`src/rtl/interp_pkg.sv`:
```
`default_nettype none
// ============================================================================
//  Module      : interp_pkg
//  Description : Shared pixel type and edge-pad feeder state encoding for the
//                8-tap interpolator datapath.
//  Revision    : 1.0 - initial release
// ============================================================================
package interp_pkg;

    // One pixel as seen by the feeder and the interpolator
    typedef logic [7:0] pixel_t;

    // Feeder line phases: wait for p0, leading pad, line body, trailing pad
    typedef enum logic [1:0] {
        IDLE = 2'd0,
        LEAD = 2'd1,
        BODY = 2'd2,
        TAIL = 2'd3
    } pad_state_e;

endpackage
`default_nettype wire

```
`src/rtl/edge_pad_feeder.sv`:
```
`default_nettype none
// ============================================================================
//  Module      : edge_pad_feeder
//  Description : Replicates the first and last pixel of every input line so
//                the 8-tap interpolator sees PAD_L copies of p0, the line,
//                then PAD_R copies of p(N-1). Output beats are registered.
//                Optional macro EDGE_PAD_SOL_EN adds out_sol, a start-of-line
//                flag on the first leading beat.
//  Revision    : 1.0 - initial release
// ============================================================================
module edge_pad_feeder
    import interp_pkg::*;
#(
    parameter int LINE_LEN = 16,
    parameter int PAD_L    = 8,
    parameter int PAD_R    = 5
) (
    input  logic   clock,
    input  logic   reset,
    input  pixel_t in_data,
    input  logic   in_valid,
    output logic   in_ready,
    output pixel_t out_data,
    output logic   out_valid,
    input  logic   out_ready,
    output logic   out_last
`ifdef EDGE_PAD_SOL_EN
    ,
    output logic   out_sol
`endif
);

    localparam int c_pad_max = (PAD_L > PAD_R) ? PAD_L : PAD_R;
    localparam int c_cnt_w   = $clog2(c_pad_max + 1);
    localparam int c_pos_w   = $clog2(LINE_LEN);

    localparam logic [c_cnt_w-1:0] c_lead_last = c_cnt_w'(PAD_L - 1);
    localparam logic [c_cnt_w-1:0] c_tail_last = c_cnt_w'(PAD_R - 1);
    localparam logic [c_pos_w-1:0] c_pos_last  = c_pos_w'(LINE_LEN - 1);

    pad_state_e         r_state;
    pixel_t             r_hold;
    pixel_t             r_out_data;
    logic               r_out_valid;
    logic               r_out_last;
    logic [c_cnt_w-1:0] r_cnt;
    logic [c_pos_w-1:0] r_pos;
`ifdef EDGE_PAD_SOL_EN
    logic               r_sol;
`endif

    logic               w_out_xfer;
    logic               w_in_xfer;
    logic [c_cnt_w-1:0] w_cnt_next;

    assign w_out_xfer = r_out_valid && out_ready;
    assign w_in_xfer  = in_valid && in_ready;
    assign w_cnt_next = r_cnt + 1'b1;

    // Input acceptance: p0 in IDLE (or on the final tail beat for back-to-back
    // lines), body pixels whenever the output register frees up this cycle
    always_comb begin
        in_ready = 1'b0;
        case (r_state)
            IDLE:    in_ready = 1'b1;
            BODY:    in_ready = (r_pos != c_pos_last) && (!r_out_valid || out_ready);
            TAIL:    in_ready = r_out_last && out_ready;
            default: in_ready = 1'b0;
        endcase
    end

    // Line sequencer with the registered output beat held until it is taken
    always_ff @(posedge clock) begin
        if (reset) begin
            r_state     <= IDLE;
            r_hold      <= '0;
            r_out_data  <= '0;
            r_out_valid <= 1'b0;
            r_out_last  <= 1'b0;
            r_cnt       <= '0;
            r_pos       <= '0;
`ifdef EDGE_PAD_SOL_EN
            r_sol       <= 1'b0;
`endif
        end else begin
            case (r_state)
                IDLE: begin
                    if (w_in_xfer) begin
                        r_hold      <= in_data;
                        r_out_data  <= in_data;
                        r_out_valid <= 1'b1;
                        r_cnt       <= '0;
                        r_state     <= LEAD;
`ifdef EDGE_PAD_SOL_EN
                        r_sol       <= 1'b1;
`endif
                    end
                end
                LEAD: begin
                    if (w_out_xfer) begin
`ifdef EDGE_PAD_SOL_EN
                        r_sol <= 1'b0;
`endif
                        if (r_cnt == c_lead_last) begin
                            // p0 is still in the output register: it becomes body pixel 0
                            r_cnt   <= '0;
                            r_pos   <= '0;
                            r_state <= BODY;
                        end else begin
                            r_cnt <= w_cnt_next;
                        end
                    end
                end
                BODY: begin
                    if (w_in_xfer) begin
                        r_hold      <= in_data;
                        r_out_data  <= in_data;
                        r_out_valid <= 1'b1;
                        r_pos       <= r_pos + 1'b1;
                    end else if (w_out_xfer) begin
                        if (r_pos == c_pos_last) begin
                            // p(N-1) stays in the output register for the tail
                            r_cnt      <= '0;
                            r_out_last <= (PAD_R == 1);
                            r_state    <= TAIL;
                        end else begin
                            r_out_valid <= 1'b0;
                        end
                    end
                end
                TAIL: begin
                    if (w_out_xfer) begin
                        if (r_out_last) begin
                            r_out_last <= 1'b0;
                            r_cnt      <= '0;
                            if (w_in_xfer) begin
                                r_hold     <= in_data;
                                r_out_data <= in_data;
                                r_state    <= LEAD;
`ifdef EDGE_PAD_SOL_EN
                                r_sol      <= 1'b1;
`endif
                            end else begin
                                r_out_valid <= 1'b0;
                                r_state     <= IDLE;
                            end
                        end else begin
                            r_cnt      <= w_cnt_next;
                            r_out_last <= (w_cnt_next == c_tail_last);
                        end
                    end
                end
                default: r_state <= IDLE;
            endcase
        end
    end

    assign out_data  = r_out_data;
    assign out_valid = r_out_valid;
    assign out_last  = r_out_last;
`ifdef EDGE_PAD_SOL_EN
    assign out_sol   = r_sol;
`endif

endmodule
`default_nettype wire

```
`config.mk`:
```
export PLATFORM = sky130hd
export DESIGN_NAME = edge_pad_feeder
export DESIGN_NICKNAME = d
export VERILOG_FILES = /design/src/rtl/interp_pkg.sv /design/src/rtl/edge_pad_feeder.sv
export SDC_FILE = /design/constraint.sdc
export NUM_CORES = 1
export LEC_CHECK = 0
export ABC_CLOCK_PERIOD_IN_PS = 3100
export CAP_MARGIN = 20
export CORE_MARGIN = 10
export CORE_UTILIZATION = 52
export DETAILED_ROUTE_END_ITERATION = 8
export PLACE_DENSITY = 0.91
export SYNTH_ARGS = -nofsm -noshare
export SYNTH_HDL_FRONTEND = slang
export SYNTH_SLANG_ARGS = --single-unit
```
`constraint.sdc`:
```
create_clock -name clock -period 3.1 [get_ports clock]
set_input_delay 0.62 -clock clock [delete_from_list [all_inputs] [get_ports clock]]
set_output_delay 0.62 -clock clock [all_outputs]
set_load 0.01 [all_outputs]
```
==> impl_summary.txt, run 1 <==
----------------------------------------------------
[Outcome]
  Run status ... complete, no violations

[Critical path]
  Reg2reg setup slack ... 0.57 ns
  Number of cells on the worst reg-to-reg path ... 7
  Reg2reg start ... r_state[1]$_SDFFE_PP0P_
  Endpoint of the worst-slack reg-to-reg timing path ... r_state[0]$_SDFFE_PP0P_
  Worst endpoint required time ... 2.48 ns
  Maximum single-stage delay on the critical path ... 0.57 ns
  Critical-path cell with the highest stage delay ... clkdlybuf4s50_1
  WS Path Type ... reg -> out
  Critical Path Sink Type ... output pin
  Arrival time of data at the critical path endpoint ... 2.29 ns
  Cells traversed along the worst timing path ... ha_2, inv_1, o21ai_1, nand2_1, o21ai_0, clkdlybuf4s50_1
  Worst-path maximum fanout ... 15
  Type of origin of the critical path ... register

[Logic synthesis]
  Leading cell type by number of instances after synthesis ... nand2_1
  Net count after synthesis ... 176
  Cell Area, Synth ... 1310 sq um
  Synthesized instance count ... 155
  Average size of a mapped cell ... 8.48 sq um
  Cell types with the highest counts after synthesis ... nand2_1, dfxtp_1, mux2i_1, a21oi_1, ha_1
  Number of flops mapped to enable cells by yosys ... 0
  Most area-consuming cells after synthesis ... dfxtp_1, ha_1, mux2i_1, nand2_1, a21oi_1
  Area leader, netlist ... dfxtp_1
  Top_reg_cell synth ... dfxtp_1
  Ys async rst share ... 0
  Share of the synthesized area in the top cell type ... 0.305
  Cell variety after synth ... 44
  Flip-flop and latch count after synthesis ... 20
  Sequential-to-total area share from yosys stat ... 0.305
  Number of warning messages in the yosys log ... 0

[Power and ir drop]
  Pwr Density ... 628 nW/um^2
  Worst ir drop on vdd ... 434 uV
  Static leakage ... 0.591 nW
  Total power of the final layout ... 0.999 mW

[Global route]
  Pin count of the biggest net entering global routing ... 17
  Via count of the first global-routing pass ... 1267
  Global-route wire length before repair ... around 5700 um
  Gr usage total ... 0.131
  Antenna violations before repair ... 0
  Overflow after GRT ... 0

[Die]
  Die Footprint ... about 4900 sq um
  Area of the core ... 2450 sq um
  Initial core utilization ... 0.535
  Number of placement rows ... 18
  DIE WIDTH ... between 70 and 80 um
  Vertical extent of the die ... 70.3 um
  Boundary Pins ... 23

[Route]
  Post-route antenna net violation count ... 0
  1st-iter DRT viols ... 140
  Drt via density ... 6.16
  Number of remaining DRC errors ... 0
  Average detailed-routed wire length per instance ... 15.7 um
  Via total after detailed routing ... 1275
  Final WL ... 3240 um
  Number of iterations in the first detailed-routing pass ... 4

[Min path]
  Worst-case hold path end point ... out_data[2]$_SDFFE_PP0P_
  Number of instances on the worst hold path ... 2
  Class of the most critical hold timing path ... reg -> reg
  Hold_sp ... out_data[2]$_SDFFE_PP0P_

[Clock tree]
  H-tree levels ... 1
  Maximum buffer depth of the clock tree ... 2
  Number of clock sinks ... 20
  Latest clock arrival within the worst-skew pair ... 0.30 ns
  Clk root buf ... clkbuf_4
  Clk pin slew, worst setup/hold paths ... between 0.1 and 0.15 ns
  Total CTS buffers ... 3
  CTS tree ... yes

[Place]
  Worst setup slack before clock tree synthesis ... around 0.30 ns
  Routability Congestion ... 0.948
  Total of buffers placed on input and output ports ... 22
  Cell count after placement ... 203
  Dpl hpwl ... 2470 um

[STA]
  Final worst path period share ... 0.937
  Highest Clock Rate ... 344 MHz
  Unrepaired setup endpoints after global routing ... no
  Slew at the pin with the worst max-slew slack ... 0.866 ns
  Slew HR ... 0.420
  Post-Route Setup TNS ... 0 ns
  Final count of pins violating max slew ... 0
  Minimum setup slack in the final design ... 0.195 ns
  Final critical delay including setup and external delays ... 2.91 ns
  Final hold viol count ... 0
  Worst Skew ... 0.00613 ns
  Final setup vio count ... 0

[Layout]
  Ratio of cells with drive above 1 in the final layout ... 0.0621
  Diodes inserted ... 0
  Final Non-Filler Cells ... 207
  # nets final ... 199
  Layout overhead on the synthesized area ... 21.1%

[Job]
  Maximum Capacitance Violations ... 0

----------------------------------------------------
cell families after synthesis:
kind of cell    count (synthesis)  share of synthesized area
buf+inv                        11                     0.0371
compound gates                 41                      0.224
simple gates                   61                      0.250
flops                          20                      0.305
fa+ha+maj                       9                     0.0857
xor+xnor                        2                     0.0133
mux                            11                     0.0848
state kept, by name, indices dropped and copies added (netlist names):
| name | cells |
|---|---|
| r_pos | 4 |
| r_state | 2 |
| out_last | 1 |
| out_data | 8 |
| r_cnt | 4 |
| out_valid | 1 |
metrics by stage:
| step | hold WS (ns) | area (sq um) | utilization |
|---|---|---|---|
| 2_1_floorplan | 0.466 | 1310 | - |
| 3_3_place_gp | 0.442 | 1550 | 0.633 |
| 3_5_place_dp | 0.447 | 1550 | 0.633 |
| 4_1_cts | 0.471 | 1590 | 0.647 |
| 5_1_grt | 0.493 | 1590 | 0.648 |
| 6_report | 0.468 | 1590 | 0.648 |
layer usage:
metal  vias up  share of wire  GRT usage
met5         -              0          0
met4         0          0.014     0.0263
met3         8          0.080     0.0452
met2        53           0.51      0.239
met1       592           0.40      0.141
li1        622              -          -
worst max-delay path by stage:
stage                             from                 endpoint  cells past startpoint
6_report       r_state[1]$_SDFFE_PP0P_                 in_ready                      6
5_1_grt        r_state[0]$_SDFFE_PP0P_                 in_ready                      7
3_3_place_gp                 out_ready                 in_ready                      5
2_1_floorplan  r_state[1]$_SDFFE_PP0P_  r_state[0]$_SDFFE_PP0P_                      7
4_1_cts        r_state[1]$_SDFFE_PP0P_                 in_ready                      6
3_5_place_dp                  in_valid  r_state[0]$_SDFFE_PP0P_                      6
repair_timing:
item / CTS / global route
resized for setup: 0 / 1
endpoints found under the setup margin: 0 / 1
hold buffers: 0 / 0
buffers inserted: 0 / 0
critical path: cells and delay by family (launching register included):
kind	cells	cell delay, ns
AOI/OAI and AO/OA	2	0.33
buffers and inverters	2	0.63
DFF	1	0.54
adders and majority gates	1	0.41
and+or+nand+nor	1	0.07
cell type report:
| class | instances | area, sq um |
|---|---|---|
| flip-flops and latches | 20 | 400 |
| inverters | 6 | 22.5 |
| well taps | 30 | 37.5 |
| multi-input cells | 124 | 867 |
| repair buffers | 23 | 228 |
| clock buffers | 4 | 36.3 |
| fillers | 200 | 863 |
where the power goes:
part / switching (mW) / total (mW) / internal [mW]
Sequential: 0.0474 / 0.349 / 0.301
Clock: 0.0849 / 0.157 / 0.0716
Combinational: 0.274 / 0.494 / 0.221
Total: 0.406 / 0.999 / 0.593
placed cells by master, fill, tap and decap left out, types with 3 or more instances in the layout:
| master | instances |
|---|---|
| nand2_1 | 25 |
| clkdlybuf4s50_1 | 22 |
| dfxtp_1 | 20 |
| mux2i_1 | 10 |
| a21oi_1 | 9 |
| ha_1 | 8 |
| o21ai_0 | 7 |
| inv_1 | 5 |
| nor2b_1 | 5 |
| nand3_1 | 4 |
| nor2_1 | 4 |
| o31ai_1 | 4 |
| or4_1 | 4 |
| o311ai_0 | 3 |
| or3_1 | 3 |
| clkbuf_4 | 3 |
Note: power is estimated with default switching activity, not from simulation.
==> run 2: changes to the inputs <==
- ABC_CLOCK_PERIOD_IN_PS: 3100 -> 2500
- CORE_UTILIZATION: 52 -> 47
- PLACE_DENSITY: 0.91 -> 0.87
- clock period: 3.1 -> 2.5 ns (I/O delays scaled with it)
==> run 2 against run 1 <==
Net effect: critical path depth rose by 1; routed wire length rose by 11%; final cell count rose by 6.3%; largest cell class unchanged.
==> impl_summary.txt, run 2 (same netlist as run 1, synthesis figures left out) <==
----------------------------------------------------
[Layout]
  Most frequent standard cell in the layout excluding fill and tap cells ... nand2_1
  Final design utilization ... 0.637
  Layout overhead on the synthesized area ... 31.4%
  # nets final ... 211
  Diodes inserted ... 0
  Ratio of cells with drive above 1 in the final layout ... 0.159
  Flip-flop count of the largest register, all copies and words added ... 8
  Final Non-Filler Cells ... 220
  Final Cell Area ... 1730 sq um
  Commonest cells after routing, fill and taps aside ... nand2_1, clkdlybuf4s50_1, dfxtp_1, buf_4, mux2i_1

[Critical path]
  Worst endpoint required time ... 2.76 ns
  Worst-path maximum fanout ... 9
  Critical-path cell with the highest stage delay ... or4_1
  Maximum single-stage delay on the critical path ... 0.54 ns
  Number of buffer and inverter stages on the critical path ... 1
  Reg2reg start ... r_state[1]$_SDFFE_PP0P_
  Cell family with the largest share of critical-path delay ... simple AND/OR/NAND/NOR gates
  Arrival time of data at the critical path endpoint ... 2.45 ns
  Cells traversed along the worst timing path ... inv_1, ha_1, or3_1, o311ai_1, o31ai_2, or4_1, a21oi_1
  Reg2reg setup slack ... 0.31 ns
  WS Path Type ... reg -> reg
  Crit. path cell count ... 7
  Crit path from ... r_state[1]$_SDFFE_PP0P_
  Type of origin of the critical path ... register
  Critical Path Sink Type ... register
  Number of cells on the worst reg-to-reg path ... 7
  Endpoint of the worst-slack reg-to-reg timing path ... r_cnt[2]$_SDFFE_PP0P_
  Worst setup path end ... r_cnt[2]$_SDFFE_PP0P_

[Route]
  Number of iterations in the first detailed-routing pass ... 4
  1st-iter DRT viols ... roughly 250
  Final WL ... between 3000 and 4000 um
  Post-route antenna net violation count ... 0
  Average detailed-routed wire length per instance ... approximately 16 um
  Drt via density ... between 6 and 7
  Number of remaining DRC errors ... 0
  Via total after detailed routing ... 1344

[STA]
  Worst Skew ... about 0.011 ns
  Slew HR ... 0.620
  Final setup vio count ... 0
  Final critical delay including setup and external delays ... 2.19 ns
  Final count of pins violating max slew ... 0
  Highest Clock Rate ... ~460 MHz
  Worst hold margin ... 0.468 ns
  Final worst path period share ... 0.877
  Slew at the pin with the worst max-slew slack ... ~0.57 ns
  Post-Route Setup TNS ... 0 ns
  Minimum setup slack in the final design ... 0.307 ns
  Final hold viol count ... 0
  Unrepaired setup endpoints after global routing ... no

[Clock tree]
  Number of hold buffers added after cts ... 0
  Clk pin slew, worst setup/hold paths ... 0.13 ns
  Maximum buffer depth of the clock tree ... 2
  Clk root buf ... clkbuf_4
  H-tree levels ... 1
  Total CTS buffers ... 3
  Number of clock sinks ... 20
  Latest clock arrival within the worst-skew pair ... 0.32 ns
  CTS tree ... yes

[Place]
  Total of buffers placed on input and output ports ... 22
  Worst setup slack before clock tree synthesis ... about 0.018 ns
  Placement-stage cell area ... 1640 sq um
  Dpl hpwl ... 2630 um
  Cell count after placement ... 215
  Routability Congestion ... 1.00

[Job]
  Maximum Capacitance Violations ... 0

[Power and ir drop]
  Pwr Density ... 793 nW/um^2
  Static leakage ... around 0.65 nW
  Total power of the final layout ... 1.37 mW
  Worst ir drop on vdd ... 513 uV

[Global route]
  Met3 Track Usage GR ... 0.0585
  GRT met2 Usage ... 0.239
  Busiest metal layer after global routing ... met2
  Pin count of the biggest net entering global routing ... 17
  Global-route wire length before repair ... about 6100 um
  Met1 capacity usage during global routing ... 0.146
  Antenna violations before repair ... 0
  Via count of the first global-routing pass ... 1343
  Overflow after GRT ... 0
  Gr usage total ... 0.137

[Die]
  Area of the core ... 2710 sq um
  Initial core utilization ... 0.485
  DIE WIDTH ... about 73 um
  Number of placement rows ... 19
  Die Footprint ... 5310 sq um
  Vertical extent of the die ... around 73 um
  Boundary Pins ... 23

[Min path]
  Class of the most critical hold timing path ... reg -> reg

[Outcome]
  Run status ... complete, no violations

----------------------------------------------------
## run 2: cell types whose count changed in the layout (fill, tap and decap cells not counted), sizes merged
cell           before  now
buf                 1   13
clkdlybuf4s50      22   21
dlymetal6s2s        0    1
## run 2: layout make-up
class / count / area [sq um]
Timing Repair Buffer: 35 / 320
Clock buffer: 4 / 36.3
Tap cell: 31 / 38.8
Inverter: 6 / 22.5
Multi-Input combinational cell: 124 / 902
Fill cell: 244 / 983
Sequential cell: 20 / 407
## run 2: power by group
| group | internal [mW] | switching [mW] |
|---|---|---|
| Combinational | 0.351 | 0.376 |
| Sequential | 0.379 | 0.0633 |
| Clock | 0.0890 | 0.110 |
## run 2: how the worst min path moves through the flow
stage | from | end | slack [ns] | cells after the start
after floorplan | r_pos[1]$_SDFFE_PP0P_ | r_pos[1]$_SDFFE_PP0P_ | 0.47 | 2
after global placement | out_data[1]$_SDFFE_PP0P_ | out_data[1]$_SDFFE_PP0P_ | 0.44 | 2
after detailed placement | out_data[6]$_SDFFE_PP0P_ | out_data[6]$_SDFFE_PP0P_ | 0.45 | 2
after CTS | out_data[6]$_SDFFE_PP0P_ | out_data[6]$_SDFFE_PP0P_ | 0.47 | 2
after global routing | out_data[1]$_SDFFE_PP0P_ | out_data[1]$_SDFFE_PP0P_ | 0.50 | 2
final | out_data[0]$_SDFFE_PP0P_ | out_data[0]$_SDFFE_PP0P_ | 0.47 | 2
## run 2: worst register-to-register path, stage by stage (launching register included)
cell,delay (ns)
dfxtp_2,0.43
inv_1,0.13
ha_1,0.22
or3_1,0.36
o311ai_1,0.11
o31ai_2,0.21
or4_1,0.54
a21oi_1,0.15
## run 2: what timing repair did
action                     in CTS  in global routing
pin swaps                       1                  0
setup buffers                   1                  0
resized for setup              10                  2
gates cloned                    0                  0
hold endpoints to repair        0                  0
setup endpoints to repair       1                  3
## run 2: layer usage
layer	vias up	part of all wire
met4	0	0.012
met1	613	0.39
met5	-	0
met2	80	0.49
li1	643	-
met3	8	0.11
==> patch: new RTL, flow settings as in run 1 <==
Re-encode `pad_state_e` (4 states) as one-hot, 4 bits wide.
--- a/src/rtl/interp_pkg.sv
+++ b/src/rtl/interp_pkg.sv
@@ -11,11 +11,11 @@
     typedef logic [7:0] pixel_t;
 
     // Feeder line phases: wait for p0, leading pad, line body, trailing pad
-    typedef enum logic [1:0] {
-        IDLE = 2'd0,
-        LEAD = 2'd1,
-        BODY = 2'd2,
-        TAIL = 2'd3
+    typedef enum logic [3:0] {
+        IDLE = 4'b0001,
+        LEAD = 4'b0010,
+        BODY = 4'b0100,
+        TAIL = 4'b1000
     } pad_state_e;
 
 endpackage
Formal check against the unedited RTL: same outputs for any inputs over 10 cycles, from zero or initial values and one cycle with reset high; not proved beyond that.
==> patch against run 1 <==
  * Design area shrank 5.0%
  * Sequential cell count increased by 2
  * Total power is 9.8% lower
  * Routed wire length is 7.5% lower
  * Setup slack better by 0.059 ns
  * Synthesized area down 4.8%
  * Sequential power up 13%
  * Critical path type unchanged
  * Critical endpoint unchanged
  * Largest cell class unchanged
==> patch: results (changes against run 1) <==
intPower_uw: 579  # was 593 uW
yosys-mux-area-fraction_pct: 8.10  # was 8.48%
crit_start: "r_state[2]"  # was r_state[1]
grt_pass1_wl_mm: 5.27  # was 5.65 mm
synth_fa_ha_area_share_pct: 3.00  # was 8.57%
drt_wl_total_mm: 3.00  # was 3.24 mm
synthTopCellsByArea: "dfxtp_1, mux2i_1, nor2_1"  # was dfxtp_1, ha_1, mux2i_1
outcome: "complete, no violations"  # unchanged
cp_top_family: "flip-flops"  # was buffers and inverters
hp-start: "r_pos[1]"  # was out_data[2]
synth.cells.most_frequent: "dfxtp_1, nor2_1, a21oi_1"  # was nand2_1, dfxtp_1, mux2i_1
yosys.area.top_type_share_pct: 35.2  # was 30.5%
dr.first_iter.drc_count: 126  # was 140
detailedPlace.worstSlack_ns: 0.381  # was 0.298 ns
layout_setup_ws_ns: 0.254  # was 0.195 ns
netlist_instances: 145  # was 155
crit_fanout: 14  # was 15
cp_slowest_cell: "dfxtp_1"  # was clkdlybuf4s50_1
whs_ns: 0.492  # was 0.468 ns
cp_slowest_stage_delay_ns: 0.62  # was 0.57 ns
nNetsFinal: 179  # was 199
synth.distinct_cells: 43  # was 44
regToRegSetupSlack_ns: 0.92  # was 0.57 ns
worstReg2RegEnd: "r_cnt[2]"  # was r_state[0]
synth_fp_nets: 160  # was 176
drive_gt1_share_pct: 6.75  # was 6.21%
yosysSeqAreaShare_pct: 35.2  # was 30.5%
worstReg2RegStart: "r_state[3]"  # was r_state[1]
vias: 1200  # was 1,275
ff2ff_path_depth: 4  # was 7
tightestPinTransition_ns: 0.636  # was 0.866 ns
synthXorXnorAreaFrac_pct: 2.10  # was 1.33%
patch: cell types whose count changed after synthesis, sizes merged, moves of 5 or more:
| cell | before | now |
|---|---|---|
| nor2 | 4 | 19 |
| o31ai | 5 | 0 |
| ha | 9 | 3 |
| a21oi | 9 | 15 |
| nand2 | 25 | 7 |
patch: cell type report:
type | count | area [sq um] | area share (%)
Clock buffer | 4 | 36.3 | 2.40
Timing Repair Buffer | 24 | 235 | 15.6
Sequential cell | 22 | 440 | 29.1
Inverter | 1 | 3.75 | 0.248
Multi-Input combinational cell | 112 | 761 | 50.3
Tap cell | 28 | 35.0 | 2.32
patch: power by group through the flow:
stage / logic (mW) / clock network [mW] / registers [mW]
floorplan: 0.264 / 0 / 0.362
global placement: 0.346 / 0 / 0.391
detailed placement: 0.356 / 0 / 0.397
CTS: 0.358 / 0.158 / 0.391
global route: 0.396 / 0.174 / 0.400
finish: 0.356 / 0.152 / 0.393
patch: cell families (layout without fill, tap and decap cells):
kind of cell	count (synthesis)	after routing
compound gates	39	39
simple gates	57	57
xor+xnor	3	3
fa+ha+maj	3	3
flops	22	22
mux	10	10
buf+inv	11	29
patch: stage by stage:
stage / cell area, sq um / utilization (%)
after floorplan: 1250 / -
after global placement: 1480 / 65.4
after detailed placement: 1480 / 65.4
after CTS: 1510 / 67.0
after global routing: 1510 / 67.0
final: 1510 / 67.0
patch: tightest hold or removal path: stages, from the launching register on:
cell     delay, ns
dfxtp_1       0.35
nand2_1       0.06
a21oi_1       0.05
patch: per-layer routing:
layer	share of wire, %	GRT usage (%)	vias up
li1	-	-	575
met1	42	13.5	562
met2	45	20.2	54
met3	11	5.42	9
met4	1.6	5.32	0
met5	0	0	-
